<file path="src/rtl/eth_div.sv">
// eth_div: 4-bit by 2-bit restoring divider driven from switches and a
// debounced start button, with the result shown on active-low LEDs.
module eth_div #(
    parameter int unsigned DEB_CYCLES = 12000
) (
    input  logic       CLK,
    input  logic       RST_N,
    input  logic [3:0] DVD_N,
    input  logic [1:0] DSR_N,
    input  logic       GO_N,
    output logic [3:0] QN,
    output logic [1:0] RN,
    output logic       DONE_N,
    output logic       ERR_N
);

    localparam int unsigned CNT_W = $clog2(DEB_CYCLES + 1);

    typedef enum logic [1:0] {IDLE, LOAD, CALC, SHOW} state_t;

    // Synchronizer stages (positive logic)
    logic [3:0] dvd_s1_q, dvd_s1_d, dvd_s2_q, dvd_s2_d;
    logic [1:0] dsr_s1_q, dsr_s1_d, dsr_s2_q, dsr_s2_d;
    logic       go_s1_q, go_s1_d, go_s2_q, go_s2_d;

    // Debouncer
    logic [CNT_W-1:0] deb_cnt_q, deb_cnt_d;
    logic             db_q, db_d;
    logic             press_q, press_d;

    // Control and datapath
    state_t     state_q, state_d;
    logic [3:0] dvd_q, dvd_d;
    logic [1:0] dsr_q, dsr_d;
    logic [2:0] rem_q, rem_d;
    logic [3:0] quo_q, quo_d;
    logic [1:0] iter_q, iter_d;
    logic [3:0] qn_q, qn_d;
    logic [1:0] rn_q, rn_d;
    logic       done_n_q, done_n_d;
    logic       err_n_q, err_n_d;

    // One restoring step
    logic [2:0] rem_sh;
    logic       step_ge;
    logic [2:0] rem_nx;

    // Input synchronizers, inverted to positive logic on the first stage
    always_comb begin
        dvd_s1_d = ~DVD_N;
        dsr_s1_d = ~DSR_N;
        go_s1_d  = ~GO_N;
        dvd_s2_d = dvd_s1_q;
        dsr_s2_d = dsr_s1_q;
        go_s2_d  = go_s1_q;
    end

    // Debounce: the level flips only after the raw level differs for
    // DEB_CYCLES consecutive clocks; the press pulse marks a rising flip.
    // The debounced level comes out of reset as "pressed" so a button held
    // through reset must be released and pressed again before it counts.
    always_comb begin
        deb_cnt_d = '0;
        db_d      = db_q;
        if (go_s2_q != db_q) begin
            if (deb_cnt_q == CNT_W'(DEB_CYCLES - 1)) begin
                db_d = go_s2_q;
            end else begin
                deb_cnt_d = deb_cnt_q + CNT_W'(1);
            end
        end
        press_d = db_d & ~db_q;
    end

    // Shift-subtract step: bring in the next dividend bit, subtract if it fits
    always_comb begin
        rem_sh  = {rem_q[1:0], dvd_q[3]};
        step_ge = (rem_sh >= {1'b0, dsr_q});
        rem_nx  = step_ge ? (rem_sh - {1'b0, dsr_q}) : rem_sh;
    end

    // Next-state and datapath/output control
    always_comb begin
        state_d  = state_q;
        dvd_d    = dvd_q;
        dsr_d    = dsr_q;
        rem_d    = rem_q;
        quo_d    = quo_q;
        iter_d   = iter_q;
        qn_d     = qn_q;
        rn_d     = rn_q;
        done_n_d = done_n_q;
        err_n_d  = err_n_q;
        case (state_q)
            IDLE, SHOW: begin
                if (press_q) begin
                    state_d  = LOAD;
                    done_n_d = 1'b1;
                end
            end
            LOAD: begin
                dvd_d  = dvd_s2_q;
                dsr_d  = dsr_s2_q;
                rem_d  = 3'd0;
                quo_d  = 4'd0;
                iter_d = 2'd3;
                if (dsr_s2_q == 2'd0) begin
                    state_d  = SHOW;
                    qn_d     = 4'h0;
                    rn_d     = 2'b11;
                    done_n_d = 1'b0;
                    err_n_d  = 1'b0;
                end else begin
                    state_d = CALC;
                end
            end
            CALC: begin
                rem_d  = rem_nx;
                quo_d  = {quo_q[2:0], step_ge};
                dvd_d  = {dvd_q[2:0], 1'b0};
                iter_d = iter_q - 2'd1;
                if (iter_q == 2'd0) begin
                    state_d  = SHOW;
                    qn_d     = ~{quo_q[2:0], step_ge};
                    rn_d     = ~rem_nx[1:0];
                    done_n_d = 1'b0;
                    err_n_d  = 1'b1;
                end
            end
            default: state_d = IDLE;
        endcase
    end

    // State registers with synchronous active-low reset
    always_ff @(posedge CLK) begin
        if (!RST_N) begin
            dvd_s1_q  <= '0;
            dvd_s2_q  <= '0;
            dsr_s1_q  <= '0;
            dsr_s2_q  <= '0;
            go_s1_q   <= 1'b0;
            go_s2_q   <= 1'b0;
            deb_cnt_q <= '0;
            db_q      <= 1'b1;
            press_q   <= 1'b0;
            state_q   <= IDLE;
            dvd_q     <= '0;
            dsr_q     <= '0;
            rem_q     <= '0;
            quo_q     <= '0;
            iter_q    <= '0;
            qn_q      <= 4'hF;
            rn_q      <= 2'b11;
            done_n_q  <= 1'b1;
            err_n_q   <= 1'b1;
        end else begin
            dvd_s1_q  <= dvd_s1_d;
            dvd_s2_q  <= dvd_s2_d;
            dsr_s1_q  <= dsr_s1_d;
            dsr_s2_q  <= dsr_s2_d;
            go_s1_q   <= go_s1_d;
            go_s2_q   <= go_s2_d;
            deb_cnt_q <= deb_cnt_d;
            db_q      <= db_d;
            press_q   <= press_d;
            state_q   <= state_d;
            dvd_q     <= dvd_d;
            dsr_q     <= dsr_d;
            rem_q     <= rem_d;
            quo_q     <= quo_d;
            iter_q    <= iter_d;
            qn_q      <= qn_d;
            rn_q      <= rn_d;
            done_n_q  <= done_n_d;
            err_n_q   <= err_n_d;
        end
    end

    assign QN     = qn_q;
    assign RN     = rn_q;
    assign DONE_N = done_n_q;
    assign ERR_N  = err_n_q;

endmodule

</file>
<file path="config.mk">
export PLATFORM = sky130hd
export DESIGN_NAME = eth_div
export DESIGN_NICKNAME = d
export VERILOG_FILES = /design/src/rtl/eth_div.sv
export SDC_FILE = /design/constraint.sdc
export NUM_CORES = 1
export LEC_CHECK = 0
export BUFFER_PORTS_ARGS = -buffer_cell sky130_fd_sc_hd__buf_4
export CAP_MARGIN = 25
export CORE_MARGIN = 2
export CORE_UTILIZATION = 42
export DETAILED_ROUTE_END_ITERATION = 8
export SETUP_SLACK_MARGIN = 0.4
export SYNTH_ARGS = -nofsm -noshare
export SYNTH_HDL_FRONTEND = slang
export SYNTH_SLANG_ARGS = --single-unit
</file>
<file path="constraint.sdc">
create_clock -name CLK -period 4.9 [get_ports CLK]
set_input_delay 0.245 -clock CLK [delete_from_list [all_inputs] [get_ports CLK]]
set_output_delay 0.245 -clock CLK [all_outputs]
set_load 0.005 [all_outputs]
</file>
# Word-level counts from Yosys, hierarchy flattened

Index checks and enable logic that the tools add are counted.

Bits in latches: 0
Register bits: 53
Input bits: 9
Memory bits (read-only): 0
Output and inout port bits: 8
Memory bits (writable): 0
Word-level logic and storage cells: 72
Memories: 0

Muxes and demuxes: 23
$add $sub $neg: 3
Bitwise logic cells: 9
Equality and inequality tests: 8
$lt $le $gt $ge: 1
Shifts and indexed selects: 0
Reduce and logical (&&, ||, !) cells: 9
Div/mod/pow operators: 0
$mul: 0

Operators by type and width:

| cell                                                | count |
|---|---|
| case mux 4 bit (2 select lines)                     | 2 |
| adder 14 x 1 -> 14 bit, second input constant       | 1 |
| equality test 14 bit, second input constant         | 1 |
| case mux 2 bit (2 select lines)                     | 3 |
| 2-to-1 mux 2 bit                                    | 5 |
| 2-to-1 mux 4 bit                                    | 2 |
| NOT 4 bit                                           | 2 |
| 2-to-1 mux 1 bit                                    | 7 |
| zero test 2 bit                                     | 3 |
| inequality test 2 bit, second input constant        | 3 |
| case mux 2 bit (3 select lines)                     | 1 |
| case mux 3 bit (2 select lines)                     | 1 |
| AND reduction 3 bit                                 | 2 |
| equality test 2 bit, second input constant          | 2 |
| NOT 1 bit                                           | 4 |
| NOT 2 bit                                           | 2 |
| greater-or-equal comparator 3 x 2 -> 1 bit          | 1 |
| case mux 1 bit (3 select lines)                     | 1 |
| OR reduction 3 bit                                  | 1 |
| equality test 2 x 1 -> 1 bit, second input constant | 1 |
| case mux 1 bit (2 select lines)                     | 1 |
| AND reduction 2 bit                                 | 1 |
| nonzero test 2 bit                                  | 1 |
| OR reduction 2 bit                                  | 1 |
| other kinds (4)                                     | 4 |

# Logic depth before layout (Yosys ltp)

Gate-level depths: netlist (run 1).

Word-level depth: 5
Mapped depth: 7
Depth with buffers taken out: 6

# Worst setup path before layout (run 1)

OpenSTA, ideal clock, no wires.

Path kind: reg2reg
From: reg state_q[0]
To: reg rn_q[0], in the netlist RN[0]
Stages on the path, launching flop included: 7
Period minus slack after synthesis: 1.639 ns
Setup slack: 3.261 ns
Data required time: 4.780 ns
Arrival time: 1.520 ns
Buffers on the path: 1
Setup time: 0.120 ns
Cell sequence: dfxtp_1 inv_1 ha_1 inv_1 nand3_1 buf_1 o31a_1

Longest elaborated chain between the ends: 3
Elaborated cells on any way between the ends: 7
Those cells by class: eq/ne: 4; mux: 1; reduce/logical: 2

Ends and longest elaborated chain:

| what                                                                         | RTL line | source |
|---|---|---|
| start, declared                                                              | 32       | `state_t state_q, state_d;` |
| start signal, assigned                                                       | 166      | `state_q <= state_d;` |
| equality test 2 x 1 -> 1 bit or equality test 2 bit (tied branches)          | 94       | `case (state_q)` |
| inequality test 2 bit (no source line) or nonzero test 2 bit (tied branches) | -        |  |
| AND reduction 3 bit (no source line)                                         | -        |  |
| end signal, assigned                                                         | 173      | `rn_q <= rn_d;` |
| end, declared                                                                | 39       | `logic [1:0] rn_q, rn_d;` |

Parallel ways exist; a longest one is shown, timed or not.
A chain may end at the register's enable or synchronous reset.

# Worst setup path after layout (run 1)

From: reg state_q[0]
To: reg qn_q[0], in the netlist QN[0]

Longest elaborated chain between the ends: 3
Elaborated cells on any way between the ends: 7
Those cells by class: eq/ne: 4; mux: 1; reduce/logical: 2

Ends and longest elaborated chain:

| what                                                                         | RTL line | source |
|---|---|---|
| equality test 2 x 1 -> 1 bit or equality test 2 bit (tied branches)          | 94       |  |
| inequality test 2 bit (no source line) or nonzero test 2 bit (tied branches) | -        |  |
| AND reduction 3 bit (no source line)                                         | -        |  |
| end signal, assigned                                                         | 172      | `qn_q <= qn_d;` |
| end, declared                                                                | 38       | `logic [3:0] qn_q, qn_d;` |

Parallel ways exist; a longest one is shown, timed or not.

==> results of run 1 <==
## metal layers
metal / global-route usage, % / vias up / wire length (um)
met3: 4.878 / 5 / 118
met2: 19.64 / 24 / 1367
met5: 0 / - / 0
met4: 6.548 / 0 / 66
li1: - / 779 / -
met1: 18.54 / 631 / 1712
## flip-flops by register name, indices dropped and copies added (netlist names), 2 cells and up
name,cells
deb_cnt_q,14
dvd_s1_q,4
RN,2
rem_q,2
dvd_q,4
quo_q,3
iter_q,2
dsr_s2_q,2
dsr_s1_q,2
QN,4
dvd_s2_q,4
state_q,2
dsr_q,2
## cell usage in the layout (no fill, tap or decap), types with 2 or more instances in the layout
cell type  synthesis  final
dfxtp_1           53     53
nor2_1            24     24
nand2_1           23     23
buf_4              0     16
inv_1             13     13
xnor2_1           10     10
nor2b_1           10     10
and2_1             9      9
o21ai_0            7      7
nand3_1            6      6
mux2i_1            6      6
ha_1               6      6
a21oi_1            5      5
nor3_1             5      5
clkbuf_8           0      5
o311ai_0           4      4
xor2_1             3      3
nand4_1            3      3
nand2b_1           3      3
nor4_1             2      2
a211oi_1           2      2
and3_1             2      2
a221oi_1           2      2
o211a_1            2      2
a22oi_1            2      2
o31ai_1            2      2
clkinv_2           0      2
## worst max-delay path, stage by stage, from the launching register on
cell and delay [ns]:
dfxtp_1 0.35, inv_1 0.06, ha_1 0.47, inv_1 0.26, nand3_1 0.38, o311ai_0 0.43
## area by class of cell
type	instances	area share [%]
repair buffers	16	5.145
multi-input cells	147	40.03
clock buffers	5	2.947
flip-flops and latches	53	45.44
well taps	67	3.591
inverters	13	2.090
clock inverters	3	0.7503
## where the power goes
| group | internal, mW | switching, mW | leakage [nW] |
|---|---|---|---|
| clock | 0.0988 | 0.137 | 0.0439 |
| sequential | 0.486 | 0.0273 | 0.434 |
| combinational | 0.118 | 0.164 | 0.437 |
## worst paths after layout
kind / startpoint / to / slack [ns] / cells past startpoint
setup / recovery: state_q[0] / QN[0] / 2.85 / 5
hold / removal: GO_N / go_s1_q / 0.08 / 2
setup reg to reg: state_q[0] / QN[0] / 2.85 / 5
hold reg to reg: dvd_s1_q[1] / dvd_s2_q[1] / 0.44 / 1
## cells by family after synthesis
group,count (synthesis),synth area share [%]
multiplexers,6,2.890
AO/OA/AOI/OAI,30,10.29
XOR/XNOR,13,5.479
adder cells (fa/ha/maj),6,3.612
AND/OR/NAND/NOR,92,22.70
buffers and inverters,20,3.974
flip-flops,53,51.05
==> reports/results.txt, run 1 <==
Wirelength per Cell -> 10.74 um
Design Area, Final -> 2335 sq um
H-tree depth -> 2
Placed cell area -> 2248 sq um
Yosys Warn Count -> 0
Area Overhead vs Synth -> 12.34%
Highest Clock Rate -> 488.5 MHz
CTS Buf Count -> 5
Sequential share of the synthesized area -> 51.05%
Post-CTS Hold Buffers -> 0
CP Class -> flop to flop
Fin. Hold Viols -> 0
Top cells by area, synth -> dfxtp_1, nor2_1, xnor2_1, nand2_1, ha_1
Synth top area share -> 51.05%
Post-synthesis register bit count -> 53
CTS tree -> done
Hold slack -> 0.07948 ns
Initial antenna violation count -> 0
Total power -> 1.031 mW
Syn Area/Cell -> 9.447 sq um
Chip Width -> 74.35 um
Final setup fails -> 0
Most common library cells after synthesis -> dfxtp_1, nor2_1, nand2_1, inv_1
DP HPWL -> 2.265 mm
Nature of the critical path endpoint -> flop
CP startpoint kind -> flop
Postcts setup bufs -> 0
Slew headroom -> 68.61%
DRC viols -> 0
Net Count, Synth -> 235
Fin util -> 49.11%
Power Dens Cells -> 441.6 nW/um^2
Max-slew violations -> 0
CTS root buf -> clkbuf_8
Arrival time at the worst endpoint -> 2.25 ns
Antenna Cells -> 0
Library cells used by synthesis -> 36
Setup WS pre-CTS -> 2.817 ns
CTS sink count -> 53
Tcrit/Tclk final -> 41.78%
Ys async rst share -> 0%
Status -> finished, final reports clean
Starting density of the core -> 43.71%
Grt ovf -> 0
Num rows -> 25
Worst clock skew -> 0.003376 ns
Synthesized cell area -> 2078 sq um
I/O pin count -> 17
Via count -> 1439
Number of synthesized flops with an enable pin -> 0
Leading area contributor after synthesis -> dfxtp_1
Non-Filler Instances -> 304
Total track usage -> 13.75%
Final WS setup -> 2.853 ns
CP Max Fanout -> 15
FILL cells -> 476
Main flop type after synthesis -> dfxtp_1
Clk slew on worst S/H paths -> 0.09 ns
Leak -> 0.9143 nW
First-pass GRT wire length -> 5.678 mm
Total Wirelength -> 3.265 mm
Cts repair resizes -> 0
Initial DRC Count -> 32
Largest net degree at the start of global routing -> 35
CP required -> 5.10 ns
Die ar. -> 5527 sq um
Post-layout nets -> 251
Via-to-Cell Ratio -> 4.734
Gpl congestion -> 0.7992
Die Y -> 74.35 um
Most frequent cell after synthesis -> dfxtp_1
Hold crit path type -> input port to flop
Slew @ Worst Pin -> 0.4695 ns
Period minus WS final -> 2.047 ns
Max-cap violations -> 0
Clock Path Buffers -> 2
ANT nets after route -> 0
Multi-input logic area -> 934.6 sq um
Peak VDD IR -> 0.0001523 V
Synth Instances -> 220
Unrepaired setup endpoints after global routing -> false
Worst-Skew Late Latency -> 0.30 ns
Vias in the first global route -> 1256
Setup Total Neg Slack -> 0 ns
Core area -> 4755 sq um
Layout cells sized above 1 -> 11.39%
Drt pass-1 iters -> 4
Reg area -> 1061 sq um
Port Buffer Count -> 16
Placed cells -> 296
Note: power is estimated with default switching activity, not from simulation.
==> inputs of run 2 (changes only) <==
--- a/config.mk
+++ b/config.mk
@@ -5,6 +5,7 @@
 export SDC_FILE = /design/constraint.sdc
 export NUM_CORES = 1
 export LEC_CHECK = 0
+export ABC_AREA = 1
 export BUFFER_PORTS_ARGS = -buffer_cell sky130_fd_sc_hd__buf_4
 export CAP_MARGIN = 25
 export CORE_MARGIN = 2
==> constraint.sdc (replaced) <==
create_clock -name CLK -period 2.1 [get_ports CLK]
set_input_delay 0.105 -clock CLK [delete_from_list [all_inputs] [get_ports CLK]]
set_output_delay 0.105 -clock CLK [all_outputs]
set_load 0.005 [all_outputs]
==> reports/results.txt, run 2 <==
Period minus WS final -> 1.533 ns (-0.5144 ns)
DRC viols -> 0 (unchanged)
Tcrit/Tclk final -> 72.99% (+31 points)
Final setup fails -> 0 (unchanged)
Fin util -> 50.62% (+1.5 points)
Layout cells sized above 1 -> 13.55% (+2.2 points)
DP HPWL -> 2.686 mm (+19%)
CTS Buf Count -> 5 (unchanged)
Slew headroom -> 63.58% (-5.0 points)
Clock Path Buffers -> 2 (unchanged)
Nature of the critical path endpoint -> flop
Sequential share of the synthesized area -> 48.74% (-2.3 points)
Clk slew on worst S/H paths -> 0.10 ns (about the same)
Post-synthesis register bit count -> 53 (unchanged)
Initial antenna violation count -> 0 (unchanged)
Number of synthesized flops with an enable pin -> 0 (unchanged)
Hold Startpoint -> RST_N
Synth top area share -> 48.74% (-2.3 points)
Main flop type after synthesis -> dfxtp_1
Via count -> 1728 (+20%)
CTS root buf -> clkbuf_8
Via-to-Cell Ratio -> 4.547 (-3.9%)
Starting density of the core -> 43.18% (-0.53 points)
Grt ovf -> 0 (unchanged)
Library cells used by synthesis -> 30 (-17%)
I/O pin count -> 17 (unchanged)
Ys async rst share -> 0% (unchanged)
Max FFs per register -> 14 (unchanged)
Status -> finished, final reports clean
Worst-Skew Late Latency -> 0.30 ns (about the same)
Port Buffer Count -> 16 (unchanged)
Area Overhead vs Synth -> 17.24%
Max-slew violations -> 0 (unchanged)
Vias in the first global route -> 1676 (+33%)
Hold crit path type -> input port to flop
Largest net degree at the start of global routing -> 23 (-34%)
Die ar. -> 5775 sq um (+4.5%)
Leading area contributor after synthesis -> dfxtp_1
Max-cap violations -> 0 (unchanged)
Total track usage -> 14.55% (+0.80 points)
Syn Area/Cell -> 7.639 sq um (-19%)
Arrival time at the worst endpoint -> 1.71 ns (-0.54 ns)
CP max stage cell -> ha_2
CP Max Fanout -> 17 (+2)
Power Dens Cells -> 1115 nW/um^2 (+150%)
CP startpoint kind -> flop
Wirelength per Cell -> 9.955 um (-7.3%)
Synthesized cell area -> 2177 sq um (+4.8%)
Critical R2R Launch -> state_q[0]
Post-layout nets -> 324 (+29%)
Top reg by flops -> deb_cnt_q
Chip Width -> 76.00 um (+2.2%)
Synth Instances -> 285 (+30%)
Most common cell after layout, fill and taps aside -> nand2_1
CTS tree -> done
Gpl congestion -> 0.8307 (+3.9%)
Fin. Hold Viols -> 0 (unchanged)
Yosys Warn Count -> 0 (unchanged)
Setup Total Neg Slack -> 0 ns (unchanged)
Slew @ Worst Pin -> 0.5429 ns (+0.07348 ns)
First-pass GRT wire length -> 6.996 mm (+23%)
Num rows -> 26 (+4.0%)
Top cells by area, synth -> dfxtp_1, nand2_1, inv_1, nor2_1, nand3_1
Total Wirelength -> 3.783 mm (+16%)
Antenna Cells -> 0 (unchanged)
Highest Clock Rate -> 652.4 MHz (+34%)
CP Class -> flop to flop
CP required -> 2.28 ns (-2.82 ns)
Net Count, Synth -> 300 (+28%)
H-tree depth -> 2 (unchanged)
Most frequent cell after synthesis -> nand2_1
Drt pass-1 iters -> 4 (unchanged)
Crit-path cells -> inv_1, ha_2, clkinv_4, nand3_4, inv_2, nand2_2, nand3_1
ANT nets after route -> 0 (unchanged)
Core area -> 5042 sq um (+6.1%)
Peak VDD IR -> 0.0003671 V (+140%)
Worst clock skew -> 0.008942 ns (+0.005566 ns)
Die Y -> 76.00 um (+2.2%)
Initial DRC Count -> 70 (+120%)
Unrepaired setup endpoints after global routing -> false
Leak -> 1.084 nW (+19%)
Commonest cells after routing, fill and taps aside -> nand2_1, dfxtp_1, inv_1
Critical Path Source -> state_q[0]
Most common library cells after synthesis -> nand2_1, dfxtp_1, inv_1, nor2_1, nand3_1
Crit path largest cell delay -> 0.44 ns (-0.03 ns)
CTS sink count -> 53 (unchanged)
==> run 2: cell types whose count changed in the layout (fill, tap and decap cells not counted), moves of 4 or more <==
cell | previous run | this run
o21ai_1 | 0 | 4
o311ai_0 | 4 | 0
nor2b_1 | 10 | 0
mux2i_1 | 6 | 0
and2_1 | 9 | 0
xnor2_1 | 10 | 1
dlygate4sd3_1 | 0 | 7
nor2_1 | 24 | 31
nand2_1 | 23 | 61
nand3_1 | 6 | 21
a21oi_1 | 5 | 20
inv_1 | 13 | 38
==> run 2: final timing paths <==
kind | endpoint | slack (ns) | depth (start not counted)
worst min-delay path | DONE_N | 0.11 | 2
worst min register to register | dvd_s2_q[2] | 0.41 | 2
worst max-delay path | ERR_N | 0.57 | 7
worst max register to register | ERR_N | 0.57 | 7
==> run 2: critical path, delay by kind of cell, from the launching register on <==
kind                       cells  cell delay [ns]
adders and majority gates      1             0.44
buffers and inverters          3             0.30
DFF                            1             0.34
and+or+nand+nor                3             0.32
==> run 2: cell families after synthesis <==
logic type      count (synthesis)  synth area share, %
flops                          53                48.74
buf+inv                        50                9.137
simple gates                  131                26.72
compound gates                 41                10.35
fa+ha+maj                       6                3.448
xor+xnor                        4                1.609
==> run 2: final cells by class <==
cell class | count | area (sq um)
Fill cell | 508 | 2490
Sequential cell | 53 | 1061
Multi-Input combinational cell | 182 | 919.6
Timing Repair Buffer | 24 | 197.7
Inverter | 43 | 166.4
Tap cell | 70 | 87.58
Clock buffer | 6 | 82.58
Clock inverter | 2 | 37.54
==> run 2: routing by layer <==
metal | GRT usage (%) | share of wire [%] | up-vias
li1 | - | - | 943
met1 | 17.60 | 50 | 765
met2 | 25.54 | 46 | 16
met3 | 3.673 | 2.5 | 4
met4 | 4.364 | 0.77 | 0
met5 | 0 | 0 | -
==> run 2: power by group <==
group,internal (mW),switching (mW)
logic,0.351,0.497
clock network,0.387,0.314
registers,1.19,0.105
total,1.93,0.915
==> run 2: metrics by stage <==
stage	area [sq um]	cells	power, mW	setup slack [ns]	hold slack [ns]
2_1_floorplan	2177	285	1.921	0.7347	0.1774
3_3_place_gp	2355	365	2.132	0.5359	0.2613
3_5_place_dp	2355	365	2.149	0.4566	0.2624
4_1_cts	2545	380	2.875	0.4232	0.1091
5_1_grt	2552	380	3.082	0.4244	0.1229
6_report	2552	380	2.845	0.5673	0.1115
==> run 2: repair_timing <==
item,CTS,global route
hold endpoints to repair,7,0
resized for setup,0,4
hold buffers,7,0
setup buffers,0,0
endpoints found under the setup margin,0,8
